**src/rtl/gf2_poly_divider_serial_if.sv**
```systemverilog
// gf2_poly_divider_serial_if: valid/ready request and result bundle for the serial GF(2) divider
interface gf2_poly_divider_serial_if #(parameter int DW = 16, parameter int VW = 8);
  logic          in_valid;
  logic          in_ready;
  logic [DW-1:0] dividend;
  logic [VW-1:0] divisor;
  logic          out_valid;
  logic          out_ready;
  logic [DW-1:0] quotient;
  logic [VW-1:0] remainder;
  logic          div_zero;
  modport master (output in_valid, dividend, divisor, out_ready,
                  input in_ready, out_valid, quotient, remainder, div_zero);
  modport slave (input in_valid, dividend, divisor, out_ready,
                 output in_ready, out_valid, quotient, remainder, div_zero);
endinterface

```
**src/rtl/gf2_poly_divider_serial.sv**
```systemverilog
// gf2_poly_divider_serial: bit-serial GF(2) polynomial long division, one dividend bit per cycle
module gf2_poly_divider_serial #(
  parameter int DW = 16,
  parameter int VW = 8
) (
  input logic clk,
  input logic rst,
  gf2_poly_divider_serial_if.slave bus
);
  localparam int DGW = VW > 1 ? $clog2(VW) : 1;
  localparam int CW = DW > 1 ? $clog2(DW) : 1;
  typedef enum logic [1:0] {IDLE, RUN, DONE} state_t;
  state_t state, state_n;
  logic [DW-1:0] sh, q;
  logic [VW-1:0] v, r;
  logic [DGW-1:0] deg, deg_n;
  logic [CW-1:0] cnt;
  logic dz, accept;
  logic [VW:0] s, s_x;
  assign accept = bus.in_valid && state == IDLE;
  always_comb begin
    deg_n = '0;
    for (int i = 0; i < VW; i++) deg_n = bus.divisor[i] ? DGW'(i) : deg_n;
  end
  // partial remainder stays below deg, so s[deg] is the leading coefficient to cancel
  always_comb begin
    s = {r, sh[DW-1]};
    s_x = s[deg] ? s ^ {1'b0, v} : s;
  end
  always_comb begin
    state_n = state;
    case (state)
      IDLE: state_n = accept ? (bus.divisor == '0 ? DONE : RUN) : IDLE;
      RUN: state_n = cnt == '0 ? DONE : RUN;
      DONE: state_n = bus.out_ready ? IDLE : DONE;
      default: state_n = IDLE;
    endcase
  end
  always_ff @(posedge clk or posedge rst)
    if (rst) state <= IDLE;
    else state <= state_n;
  always_ff @(posedge clk or posedge rst)
    if (rst) begin
      sh <= '0;
      q <= '0;
      v <= '0;
      r <= '0;
      deg <= '0;
      cnt <= '0;
      dz <= 1'b0;
    end else if (accept) begin
      sh <= bus.dividend;
      q <= '0;
      v <= bus.divisor;
      r <= '0;
      deg <= deg_n;
      cnt <= CW'(DW - 1);
      dz <= bus.divisor == '0;
    end else if (state == RUN) begin
      sh <= sh << 1;
      q <= {q[DW-2:0], s[deg]};
      r <= s_x[VW-1:0];
      cnt <= cnt - 1'b1;
    end
  assign bus.in_ready = state == IDLE;
  assign bus.out_valid = state == DONE;
  assign bus.quotient = q;
  assign bus.remainder = r;
  assign bus.div_zero = dz;
endmodule

```
**src/flat_wrapper.sv**
```systemverilog
// flat-port wrapper written by rule: the top's interface ports become plain ports
module gf2_poly_divider_serial_flat 
#(
  parameter int DW = 16,
  parameter int VW = 8
)
  (clk, rst, bus_in_valid, bus_dividend, bus_divisor, bus_out_ready, bus_in_ready, bus_out_valid, bus_quotient, bus_remainder, bus_div_zero);
  gf2_poly_divider_serial_if #(.DW(DW), .VW(VW)) bus_i ();
  input logic clk;
  input logic rst;
  input wire logic [$bits(bus_i.in_valid)-1:0] bus_in_valid;
  input wire logic [$bits(bus_i.dividend)-1:0] bus_dividend;
  input wire logic [$bits(bus_i.divisor)-1:0] bus_divisor;
  input wire logic [$bits(bus_i.out_ready)-1:0] bus_out_ready;
  output wire logic [$bits(bus_i.in_ready)-1:0] bus_in_ready;
  output wire logic [$bits(bus_i.out_valid)-1:0] bus_out_valid;
  output wire logic [$bits(bus_i.quotient)-1:0] bus_quotient;
  output wire logic [$bits(bus_i.remainder)-1:0] bus_remainder;
  output wire logic [$bits(bus_i.div_zero)-1:0] bus_div_zero;
  assign bus_i.in_valid = bus_in_valid;
  assign bus_i.dividend = bus_dividend;
  assign bus_i.divisor = bus_divisor;
  assign bus_i.out_ready = bus_out_ready;
  assign bus_in_ready = bus_i.in_ready;
  assign bus_out_valid = bus_i.out_valid;
  assign bus_quotient = bus_i.quotient;
  assign bus_remainder = bus_i.remainder;
  assign bus_div_zero = bus_i.div_zero;
  gf2_poly_divider_serial #(.DW(DW), .VW(VW)) u_core (.clk(clk), .rst(rst), .bus(bus_i));
endmodule
```
**config.mk**
```make
export PLATFORM = sky130hd
export DESIGN_NAME = gf2_poly_divider_serial_flat
export DESIGN_NICKNAME = d
export VERILOG_FILES = /design/src/rtl/gf2_poly_divider_serial_if.sv /design/src/rtl/gf2_poly_divider_serial.sv /design/src/flat_wrapper.sv
export SDC_FILE = /design/constraint.sdc
export NUM_CORES = 1
export LEC_CHECK = 0
export CAP_MARGIN = 20
export CORE_MARGIN = 10
export CORE_UTILIZATION = 32
export CTS_BUF_LIST = sky130_fd_sc_hd__clkbuf_16
export DETAILED_ROUTE_END_ITERATION = 6
export GPL_TIMING_DRIVEN = 0
export PLACE_DENSITY = 0.62
export RECOVER_POWER = 50
export SYNTH_ARGS = -nofsm -noshare
export SYNTH_HDL_FRONTEND = slang
export SYNTH_SLANG_ARGS = --single-unit
```
**constraint.sdc**
```tcl
create_clock -name clk -period 2 [get_ports clk]
set_clock_uncertainty 0.2 [all_clocks]
set_input_delay 0.2 -clock clk [delete_from_list [all_inputs] [get_ports clk]]
set_output_delay 0.2 -clock clk [all_outputs]
set_load 0.02 [all_outputs]
```
==> reports/results.tsv <==
stage	metric	value	unit
outcome	outcome	finished clean	
synthesis	top_reg_cell synth	dfrtp_1	
clock_tree	clock tree buffer depth	2	
critical_path	maximum fanout along the worst path	10	
finish	final non-filler cell total	460	
timing	Final Setup Violations	0	
critical_path	worst r2r dst	u_core.bus.remainder[4]	
placed_design	I/O Buffers	54	
synthesis	EDFF count, synth	0	
global_routing	first-pass GRT wire length	11800	um
timing	Slew HR	0.455	
finish	post-route cell area	3630	um2
min_path	WHS Path Cells	3	
timing	Slew Limit Fails	0	
timing	Hold Slack	0.269	ns
clock_tree	CTS H-tree lvls	3	
synthesis	synthesized instance count	284	
clock_tree	Root Driver	clkbuf_16	
drt	Antenna Violating Nets Remaining	0	
global_routing	Congestion Overflow GR	0	
critical_path	startpoint types	register	
synthesis	Mapped Area	2680	um2
drt	initial DRC count	75	
critical_path	Crit Path Category	reg2reg	
min_path	Worst Hold Class	in2reg	
synthesis	Synth async-reset ratio	1.00	
floorplanning	IO Pins	55	
timing	Final min period	1.92	ns
global_routing	largest net degree at the start of global routing	40	
synthesis	Yosys cell types	30	
floorplanning	core footprint	8180	um2
power_and_ir_drop	Peak VDD IR	0.000550	V
synthesis	Seq/Total Area, Yosys	0.541	
placed_design	Placed Area	3380	um2
floorplanning	Initial Util	0.328	
placed_design	gpl congestion	0.832	
critical_path	FF-to-FF setup slack	0.08	ns
power_and_ir_drop	pwr dens	1750	nW/um2
drt	routed wire length	7100	um
synthesis	net count after synthesis	313	
drt	First-pass DRT Iterations	4	
drt	via/cell ratio	4.89	
finish	Final #Nets	379	
critical_path	Worst EP required	2.00	ns
synthesis	#FFs+latches synth	58	
timing	Worst-Margin Slew	0.817	ns
floorplanning	die area	12500	um2
global_routing	GR Util All Layers	0.115	
synthesis	Yosys Warn Count	0	
finish	area growth from synthesis to layout	35.2	%
drt	Wirelength per Cell	15.4	um
clock_tree	CTS Sinks	58	
min_path	hold_sp	bus_dividend[0]	
global_routing	initial antenna violation count	0	
clock_tree	Clock Pin Slew Worst Setup and Hold Paths	0.05	ns
finish	fraction of final layout cells sized beyond drive strength 1	0.0930	
clock_tree	CTS tree	done	
critical_path	Reg-to-Reg Start	u_core.bus.remainder[4]	
clock_tree	insertion delay to the later sink of the worst-skew pair	0.32	ns
clock_tree	cts bufs inserted	9	
placed_design	DP Cell Count	444	
power_and_ir_drop	Leakage Power	1.64	nW
floorplanning	row count	33	
timing	FMAX	521	MHz
timing	RSZ-0062 raised after global routing	false	
clock_tree	CTS Hold Bufs	0	
floorplanning	die span in y	112	um
critical_path	CP Data Arrival Time	1.92	ns
placed_design	DP HPWL	5230	um
drt	total number of vias	2251	
timing	Final period util	0.960	
drt	DR DRC count	0	
critical_path	reg2reg path depth	5	
synthesis	syn avg cell area	9.45	um2
job	maxcap violations	0	
floorplanning	DIE WIDTH	112	um
finish	Diodes inserted	0	
min_path	Worst Hold End	u_core.sh[0]	
global_routing	vias in the first global route	2292	
timing	final hold violation count	0	
critical_path	Critical Path Sink Type	register	
final cells by class:
type / instances / area (um2)
buffer: 18 / 80.1
clock buffer: 9 / 225
clock inverter: 7 / 28.8
fill: 794 / 4550
inverter: 6 / 22.5
multi-input combinational: 202 / 1130
sequential: 58 / 1450
tap: 105 / 131
timing repair buffer: 55 / 553
stage by stage:
stage               utilization  setup WS (ns)  power (W)  TNS (ns)
finish                    0.444         0.0800    0.00635         0
global route              0.444         0.0105    0.00682         0
CTS                       0.444         0.0305    0.00644         0
detailed placement        0.413         -0.156    0.00512     -2.61
global placement          0.410         -0.937    0.00503    -56.57
floorplan                     -         0.0882    0.00405         0
sequential cells by signal, indices dropped and copies added, names as in the netlist:
signal	flops
u_core.bus.quotient	16
u_core.deg	3
u_core.v	8
u_core.state	2
u_core.cnt	4
u_core.sh	16
u_core.bus.div_zero	1
u_core.bus.remainder	8
cells in the mapped netlist (all sizes together), types with 2 or more instances:
cell type	n	area, um2
nand2	105	394
dfrtp	58	1450
o21ai	20	100
clkbuf	17	63.8
a22oi	16	120
nor3b	10	80.1
a31oi	9	56.3
o211ai	9	108
nand4b	8	76.3
inv	6	22.5
nor2	4	15.0
a21oi	2	10.0
mux4	2	45.0
nand2b	2	12.5
nand3	2	10.0
nor2b	2	12.5
nor3	2	10.0
worst max-delay path by stage:
| stage | endpoint | depth (start not counted) | from | slack (ns) |
|---|---|---|---|---|
| after floorplan | u_core.bus.remainder[4] | 5 | u_core.bus.remainder[4] | 0.09 |
| after global placement | u_core.bus.remainder[4] | 2 | rst | -0.94 |
| after detailed placement | u_core.sh[1] | 6 | bus_in_valid | -0.16 |
| after CTS | bus_in_ready | 2 | u_core.state[1] | 0.03 |
| after global routing | u_core.bus.remainder[4] | 5 | u_core.bus.remainder[3] | 0.01 |
| final | u_core.bus.remainder[4] | 5 | u_core.bus.remainder[4] | 0.08 |
cell families (layout without fill, tap and decap cells):
group                    after synthesis  count (layout)  synth area share
adder cells (fa/ha/maj)                1               1           0.00466
AND/OR/NAND/NOR                      139             139             0.241
XOR/XNOR                               1               1           0.00326
multiplexers                           3               3            0.0224
AO/OA/AOI/OAI                         58              58             0.152
buffers and inverters                 24              95            0.0364
flip-flops                            58              58             0.541
report_power, final:
part / switching [W] / internal, W
Sequential: 0.000442 / 0.00172
Clock: 0.000503 / 0.000808
Combinational: 0.00162 / 0.00125
critical path, stage by stage (launching register included):
cell and delay, ns:
dfrtp_2 0.44, mux4_2 0.47, mux2_4 0.34, buf_6 0.17, nand4b_2 0.10, o211ai_2 0.09
timing repair:
action,4_1_cts,5_1_grt
pin swaps,0,0
setup endpoints to repair,1,34
buffers inserted,0,0
gates resized for setup,1,11
layout by cell type, fill, tap and decap left out, drive strengths merged, types with 2 or more instances in the layout:
master,Yosys,routed
dlygate4sd3,0,13
nor2,4,4
nand2b,2,2
dfrtp,58,58
nor3,2,2
nand4b,8,8
a31oi,9,9
a22oi,16,16
nor2b,2,2
buf,1,2
nand3,2,2
o211ai,9,9
nor3b,10,10
inv,6,8
clkinv,0,5
o21ai,20,20
clkdlybuf4s50,0,39
clkbuf,17,27
nand2,105,105
a21oi,2,2
mux4,2,2
metal layers:
metal  share of wire  GRT usage  vias to the layer above
met5               0          0                        -
met4           0.020     0.0574                        0
met3           0.054     0.0344                       15
met2            0.46      0.173                       57
met1            0.47      0.146                     1063
li1                -          -                     1116
Power figures use the tool's default switching activity.
